`src/rtl/Structs_and_Params.sv`:
```
// Shared kernel/launch types and scheduler state encoding used by the SIMD front end.
package Structs_and_Params;

    localparam int unsigned THREAD_COUNT        = 16;
    localparam int unsigned PC_W                = 32;
    localparam int unsigned WARP_ID_W           = 4;
    localparam int unsigned DEFAULT_QUEUE_DEPTH = 4;

    typedef logic [THREAD_COUNT-1:0] thread_mask_t;

    typedef struct packed {
        logic [PC_W-1:0]      start_pc;
        logic [WARP_ID_W-1:0] warp_id;
    } kernel_t;

    typedef enum logic [1:0] {
        IDLE     = 2'd0,
        DISPATCH = 2'd1,
        RUN      = 2'd2,
        RETIRE   = 2'd3
    } sched_state_t;

endpackage

```
`src/rtl/kernel_fifo.sv`:
```
// Launch queue: power-of-two FIFO of kernel_t with wrap-around pointers and occupancy count.
module kernel_fifo
    import Structs_and_Params::*;
#(
    parameter int unsigned DEPTH = DEFAULT_QUEUE_DEPTH
) (
    input  logic                   clk,
    input  logic                   rst,
    input  logic                   push_i,
    input  kernel_t                push_data_i,
    input  logic                   pop_i,
    output kernel_t                head_o,
    output logic                   full_o,
    output logic                   empty_o,
    output logic [$clog2(DEPTH):0] count_o
);

    localparam int unsigned AW = $clog2(DEPTH);
    localparam int unsigned CW = AW + 1;

    kernel_t         mem_q [DEPTH];
    logic [AW-1:0]   wr_ptr_q;
    logic [AW-1:0]   rd_ptr_q;
    logic [CW-1:0]   count_q;
    logic            push_ok;
    logic            pop_ok;

    assign full_o  = (count_q == CW'(DEPTH));
    assign empty_o = (count_q == '0);
    assign count_o = count_q;
    assign head_o  = mem_q[rd_ptr_q];
    assign push_ok = push_i && !full_o;
    assign pop_ok  = pop_i && !empty_o;

    always_ff @(posedge clk) begin
        if (rst) begin
            wr_ptr_q <= '0;
            rd_ptr_q <= '0;
            count_q  <= '0;
        end else begin
            if (push_ok) begin
                wr_ptr_q <= wr_ptr_q + AW'(1);
            end
            if (pop_ok) begin
                rd_ptr_q <= rd_ptr_q + AW'(1);
            end
            count_q <= count_q + CW'(push_ok) - CW'(pop_ok);
        end
    end

    // Payload storage carries no reset; only entries behind valid pointers are ever read.
    always_ff @(posedge clk) begin
        if (push_ok) begin
            mem_q[wr_ptr_q] <= push_data_i;
        end
    end

endmodule

```
`src/rtl/warp_scheduler.sv`:
```
// Queues kernel launches and hands them one at a time to simd_core, retiring each on
// a matching completion or a RUN-state watchdog expiry.
module warp_scheduler
    import Structs_and_Params::*;
#(
    parameter int unsigned QUEUE_DEPTH    = DEFAULT_QUEUE_DEPTH,
    parameter int unsigned TIMEOUT_CYCLES = 1024
) (
    input  logic                         clk,
    input  logic                         rst,
    input  logic                         launch_valid,
    input  kernel_t                      launch_kernel,
    output logic                         launch_ready,
    output kernel_t                      core_kernel,
    output logic                         core_start,
    input  logic                         core_is_finished,
    input  logic [3:0]                   core_finished_warp_id,
    output logic                         done_valid,
    output logic [3:0]                   done_warp_id,
    output logic                         done_timeout,
    output logic                         busy,
    output logic [$clog2(QUEUE_DEPTH):0] queue_count
);

    localparam int unsigned     WD_W    = $clog2(TIMEOUT_CYCLES) + 1;
    localparam logic [WD_W-1:0] WD_LAST = WD_W'(TIMEOUT_CYCLES - 1);

    sched_state_t    state_q, state_d;
    kernel_t         core_kernel_q, core_kernel_d;
    logic            core_start_q, core_start_d;
    logic            done_valid_q, done_valid_d;
    logic [3:0]      done_warp_id_q, done_warp_id_d;
    logic            done_timeout_q, done_timeout_d;
    logic [WD_W-1:0] wdog_q, wdog_d;

    logic            fifo_push;
    logic            fifo_full;
    logic            fifo_empty;
    kernel_t         fifo_head;
    logic            dispatch_go;
    logic            id_match;

    assign fifo_push    = launch_valid && !fifo_full;
    assign launch_ready = !fifo_full;
    assign busy         = (state_q != IDLE) || !fifo_empty;

    kernel_fifo #(
        .DEPTH (QUEUE_DEPTH)
    ) u_fifo (
        .clk         (clk),
        .rst         (rst),
        .push_i      (fifo_push),
        .push_data_i (launch_kernel),
        .pop_i       (dispatch_go),
        .head_o      (fifo_head),
        .full_o      (fifo_full),
        .empty_o     (fifo_empty),
        .count_o     (queue_count)
    );

    // The head is popped on the edge that enters DISPATCH, so core_start and core_kernel
    // are already valid throughout the DISPATCH cycle.
    assign dispatch_go = ((state_q == IDLE) || (state_q == RETIRE)) && !fifo_empty;
    assign id_match    = core_is_finished && (core_finished_warp_id == core_kernel_q.warp_id);

    always_comb begin
        state_d        = state_q;
        core_kernel_d  = core_kernel_q;
        core_start_d   = 1'b0;
        done_valid_d   = 1'b0;
        done_warp_id_d = done_warp_id_q;
        done_timeout_d = done_timeout_q;
        wdog_d         = wdog_q;

        case (state_q)
            IDLE, RETIRE: begin
                state_d = dispatch_go ? DISPATCH : IDLE;
            end
            DISPATCH: begin
                state_d = RUN;
            end
            RUN: begin
                // A genuine completion wins over a watchdog expiry in the same cycle.
                if (id_match) begin
                    state_d        = RETIRE;
                    done_valid_d   = 1'b1;
                    done_warp_id_d = core_kernel_q.warp_id;
                    done_timeout_d = 1'b0;
                end else if (wdog_q == WD_LAST) begin
                    state_d        = RETIRE;
                    done_valid_d   = 1'b1;
                    done_warp_id_d = core_kernel_q.warp_id;
                    done_timeout_d = 1'b1;
                end else begin
                    wdog_d = wdog_q + WD_W'(1);
                end
            end
            default: begin
                state_d = IDLE;
            end
        endcase

        if (dispatch_go) begin
            core_kernel_d = fifo_head;
            core_start_d  = 1'b1;
            wdog_d        = '0;
        end
    end

    always_ff @(posedge clk) begin
        if (rst) begin
            state_q        <= IDLE;
            core_kernel_q  <= '0;
            core_start_q   <= 1'b0;
            done_valid_q   <= 1'b0;
            done_warp_id_q <= '0;
            done_timeout_q <= 1'b0;
            wdog_q         <= '0;
        end else begin
            state_q        <= state_d;
            core_kernel_q  <= core_kernel_d;
            core_start_q   <= core_start_d;
            done_valid_q   <= done_valid_d;
            done_warp_id_q <= done_warp_id_d;
            done_timeout_q <= done_timeout_d;
            wdog_q         <= wdog_d;
        end
    end

    assign core_kernel  = core_kernel_q;
    assign core_start   = core_start_q;
    assign done_valid   = done_valid_q;
    assign done_warp_id = done_warp_id_q;
    assign done_timeout = done_timeout_q;

endmodule
```
`config.mk`:
```
export PLATFORM = sky130hd
export DESIGN_NAME = warp_scheduler
export DESIGN_NICKNAME = d
export VERILOG_FILES = /design/src/rtl/Structs_and_Params.sv /design/src/rtl/kernel_fifo.sv /design/src/rtl/warp_scheduler.sv
export SDC_FILE = /design/constraint.sdc
export NUM_CORES = 1
export LEC_CHECK = 0
export CAP_MARGIN = 10
export CORE_AREA = 2 2 136 138
export DETAILED_ROUTE_END_ITERATION = 7
export DIE_AREA = 0 0 138 140
export DONT_BUFFER_PORTS = 1
export PLACE_DENSITY_LB_ADDON = 0.3
export SKIP_LAST_GASP = 1
export SYNTH_ARGS = -nofsm -noshare
export SYNTH_HDL_FRONTEND = slang
export SYNTH_SLANG_ARGS = --single-unit
```
`constraint.sdc`:
```
create_clock -name clk -period 6.2 [get_ports clk]
set_input_delay 0.62 -clock clk [delete_from_list [all_inputs] [get_ports clk]]
set_output_delay 0.62 -clock clk [all_outputs]
set_load 0.1 [all_outputs]
```
# Yosys cells after proc, flatten, opt, wreduce, memory -nomap -nowiden
# Memory sizes are Yosys's and may differ from the RTL's. A register that Yosys moved wholly into a read port is not among the register bits.
# Cells that the tools add are included.
[totals]
ff_bits = 27
mem_bits_rw = 144
in_bits = 44
output_inout_bits = 48
mem_count = 1
[mem_list]
columns = ["name", "words", "word_bits", "rd", "rd_clocked_by_memory_dff", "wr", "line", "rtl"]
rows = [
  ["u_fifo.mem_q", 4, 36, 1, 1, 1, "kernel_fifo.sv:21", "kernel_t mem_q [DEPTH];"],
]
[classes]
addsub = 5
eq_ne = 7
n_mux = 13
n_bitwise = 3
n_reduce_logical = 18
[op_table]
columns = ["cell", "count"]
rows = [
  ["$add A11 B1 Y11 const B", 1],
  ["$eq A11 B10 Y1 const B", 1],
  ["$mux W1", 8],
  ["$mux W4", 2],
  ["$pmux W2 S3", 1],
  ["$reduce_or A2 Y1", 3],
  ["$logic_and A1 B1 Y1", 5],
  ["$add A2 B1 Y2 const B", 2],
  ["$eq A2 B2 Y1 const B", 2],
  ["$eq A4 B4 Y1", 1],
  ["$mux W2", 2],
  ["$reduce_bool A2 Y1", 2],
  ["$add A3 B1 Y3", 1],
  ["$eq A3 B3 Y1 const B", 1],
  ["$logic_not A3 Y1", 1],
  ["$ne A3 B3 Y1 const B", 1],
  ["$not A1 Y1", 3],
  ["$reduce_and A3 Y1", 1],
  ["$sub A3 B1 Y3", 1],
  ["$eq A2 B1 Y1 const B", 1],
  ["$logic_not A1 Y1", 2],
  ["$logic_not A2 Y1", 1],
  ["$logic_or A1 B1 Y1", 2],
  ["$reduce_and A2 Y1", 1],
]

# Logic depth before layout (Yosys ltp)
[depth]
depth_word = 6
depth_mapped = 14
mapped_depth_nobuf = 13

# Modules after synthesis
# Synthesis repeated with hierarchy kept, for this count alone.
[unflattened]
cells_unflattened = 504
area_unflattened_um2 = 7945.1
[by_module_without_submodules]
columns = ["module", "instances", "cells_per_inst", "area_per_inst_um2", "seq_area_each_um2"]
rows = [
  ["kernel_fifo", 1, 239, 5730.5, 4504.3],
  ["warp_scheduler", 1, 265, 2214.6, 1121.1],
]

# Worst setup path before layout
# OpenSTA, ideal clock, no wires.
[synth_path]
kind = "flip-flop to flip-flop"
startpoint = "register u_fifo.count_q[1] (netlist: u_fifo.count_o[1])"
endpoint = "register u_fifo.count_q[2] (netlist: u_fifo.count_o[2])"
arrival_time_ns = 2.901
t_required_ns = 6.072
setup_slack_ns = 3.172
stages_incl_launch_ff = 13
synth_period_minus_slack_ns = 3.028
path_cell_list = "dfxtp_1 -> or3_1 -> nand2_1 -> inv_1 -> clkbuf_1 -> ha_1 -> inv_1 -> ha_1 -> inv_1 -> fa_1 -> xor2_1 -> xnor2_1 -> nor2_1"
[synth_via]
elab_chain_len = 6
word_cells_on_any_way = 10
classes_between = "add/sub: 2; eq/ne: 1; reduce/logical: 7"
[synth_rtl]
columns = ["item", "line", "rtl"]
rows = [
  ["start: declaration", "kernel_fifo.sv:24", "logic [CW-1:0] count_q;"],
  ["start signal: assignment", "kernel_fifo.sv:47", "count_q <= count_q + CW'(push_ok) - CW'(pop_ok);"],
  ["$eq A3 B3 Y1", "kernel_fifo.sv:28", "assign full_o = (count_q == CW'(DEPTH));"],
  ["$logic_not A1 Y1", "kernel_fifo.sv:32, warp_scheduler.sv:43", ""],
  ["$logic_and A1 B1 Y1", "warp_scheduler.sv:43", "assign fifo_push = launch_valid && !fifo_full;"],
  ["$logic_and A1 B1 Y1", "kernel_fifo.sv:32", "assign push_ok = push_i && !full_o;"],
  ["$add A3 B1 Y3", "kernel_fifo.sv:47", ""],
  ["$sub A3 B1 Y3 (*)", "kernel_fifo.sv:47", ""],
]
# Mark *: on every way between the ends. The rest lies on a longest branch, timed or not.
# A chain may end at the register's enable or synchronous reset.

# Worst setup path after layout
# Same ends and word-level chain as after synthesis.

==> impl_metrics.yaml <==
critical_path:
  critPathSlowestCell: "dfxtp_1"
  cp.required_ps: 6590
  regToRegStartpoint: "u_fifo.count_o[1]"
  worst_path_most_repeated_cell: "inv_1"
  cp_num_buf_inv: 3
  rr_endpoint: "u_fifo.count_o[2]"
  cpPeakStageDelay_ps: 700
  path_cells: "or3_1 > nand2_2 > inv_1 > ha_1 > inv_1 > ha_1 > inv_1 > fa_1 > xor2_1 > xnor2_1 > nor2_1"
  endpoint_kind: "register"
  cp_top_family: "simple AND/OR/NAND/NOR gates"
  reg2reg_slack_ps: 2610
  worstSetupPathType: "reg -> reg"
  start_kind: "register"
  cp_data_arrival_time_ps: 3990
  r2r_cells: 11
  cp_max_fo: 39
layout:
  regArea_mm2: 0.00559
  drive_above_1_share_pct: 16.0
  fillCellCount: 1526
  areaGrowthSynthToFinish_pct: 11.3
  post-route-util_pct: 49.5
  nets: 569
  multiInputGateArea_mm2: 0.00216
  diodes: 0
sta:
  min_period_ps: 3590
  hold_viol_final: 0
  rsz0062_at_grt: "no"
  finalSetupViolations: 0
  fmax_mhz: 278
  slew_violations: 0
  finalCritPeriodShare_pct: 58.0
  finalClockSkew_ps: 14.5
  fin_tns_setup_ps: 0
  tightest_slew_ps: 1140
  slew_headroom_pct: 24.1
cts:
  cts_resized: 0
  root_buffer: "clkbuf_16"
  cts_tree: "done"
  cts.sinks: 207
  numCtsBuffers: 22
  cts_hold_buffers: 0
  clk_pin_slew_ps: 60
  post_cts_buffers: 0
  clk_latency_ps: 510
  clockBufferDepth: 3
  cts-htree-levels: 1
drt:
  drt_iter0_drc: 146
  drc: 0
  wirelength_um: 15200
  antenna_left: 0
  avgRoutedWirePerCell_um: 20.0
  detail_route.vias_per_cell: 5.41
  vias: 4107
  drt_pass1_iterations: 4
floorplanning:
  die_w_um: 138
  io_pins: 92
  die-area_mm2: 0.0193
  start_util_pct: 44.4
  core.rowCount: 49
  core_region_area_mm2: 0.0178
  die_h_um: 140
synth:
  ys_ff_latch: 207
  synth_fa_ha_area_share_pct: 1.68
  netlist_area_mm2: 0.00790
  yosys-top-cells-count: "edfxtp_1, nand2_1, dfxtp_1"
  synth_mux_area_share_pct: 12.4
  yosys.area_share.simple_pct: 8.00
  ys_seq_area_share_pct: 70.7
  synth_top_cell_by_area: "edfxtp_1"
  syn-num-nets: 569
  synth_top_family_by_area: "multiplexers"
  syn_inst: 515
  synth.distinct_cells: 34
  synth-compound-area-share_pct: 4.10
  synth-main-ff-cell: "edfxtp_1"
  synth_xor_area_share_pct: 0.998
  ys_top_cells_by_area: "edfxtp_1, dfxtp_1, mux4_2"
  post-synth-top-count-cell: "edfxtp_1"
  avgSynthCellArea_um2: 15.3
  synthArstFlopShare_pct: 0
  synth_edf_count: 144
  synth.top_cell.area_share_pct: 54.7
  synth_warnings: 0
min_path:
  holdCritPathClass: "in -> reg"
  holdPathStages: 1
  min_from: "rst"
  hold_end: "u_fifo.count_o[1]"
run_status:
  status: "finished, final reports clean"
place:
  port_buffers: 0
  gp_congestion: 0.787
  place_hpwl_um: 8550
global_route:
  grt_pass1_wl_um: 23400
  grt_remaining_overflow: 0
  grtUsageTotal_pct: 15.6
  grt_pass1_vias: 4276
  grt_max_degree: 49
  antenna_found_initial: 0
run:
  maxCapViolations: 0
## state kept, by name, summed over array words and instances, names as in the netlist
signal / flops
core_start: 1
u_fifo.wr_ptr_q: 2
u_fifo.rd_ptr_q: 2
wdog_q: 11
done_valid: 1
state_q: 2
u_fifo.mem_q: 144
done_timeout: 1
u_fifo.count_o: 3
done_warp_id: 4
core_kernel: 36
## metal layers
| metal | vias up | part of all wire, % | GRT usage, % |
|---|---|---|---|
| met4 | 0 | 2.4 | 4.67 |
| li1 | 1897 | - | - |
| met5 | - | 0 | 0 |
| met3 | 30 | 9.0 | 6.67 |
| met1 | 2057 | 40 | 17.8 |
| met2 | 123 | 49 | 26.9 |
## layout by cell type (no fill, tap or decap), types with 5 or more instances in the layout
master	n
clkinv_2	5
nand3_1	9
dfxtp_1	61
nand2b_1	9
inv_1	11
clkbuf_16	22
edfxtp_1	144
nand2_1	101
xnor2_1	7
nor2_1	10
clkbuf_1	5
ha_1	9
mux2i_1	16
mux4_2	36
a21oi_1	41
## logic make-up (layout without fill, tap and decap cells)
kind of cell / count (synthesis) / count (layout)
adders and majority gates: 10 / 10
xor gates and xnor gates: 9 / 9
and+or+nand+nor: 145 / 145
buffers and inverters: 38 / 53
AOI/OAI and AO/OA: 53 / 53
DFF: 207 / 207
muxes: 53 / 53
## worst max-delay path by stage
stage / startpoint / end / slack [ps] / depth (start not counted)
after global placement: u_fifo.count_o[1] / u_fifo.count_o[2] / 2700 / 11
after detailed placement: u_fifo.count_o[1] / u_fifo.count_o[2] / 2550 / 11
after CTS: u_fifo.count_o[1] / u_fifo.count_o[2] / 2550 / 11
after global routing: u_fifo.count_o[1] / u_fifo.count_o[2] / 2360 / 11
after floorplan: u_fifo.count_o[1] / u_fifo.count_o[2] / 3170 / 12
final: u_fifo.count_o[1] / u_fifo.count_o[2] / 2610 / 11
## area by class of cell
class | count | area share, %
clock buffers | 30 | 6.94
clock inverters | 9 | 0.982
inverters | 11 | 0.470
multi-input cells | 270 | 24.5
flip-flops and latches | 207 | 63.6
well taps | 229 | 3.26
repair buffers | 3 | 0.256
## through the flow
stage	area (um^2)	setup slack [ps]	hold WS, ps	instances
after floorplan	7900	3170	442	515
after global routing	8790	2360	169	759
after CTS	8790	2550	166	759
after global placement	8100	2700	456	720
final	8790	2610	184	759
after detailed placement	8100	2550	478	720
Power is left out: the tool's default activity adds up to more than one toggle a clock period on the data nets, which glitch-free logic cannot reach.
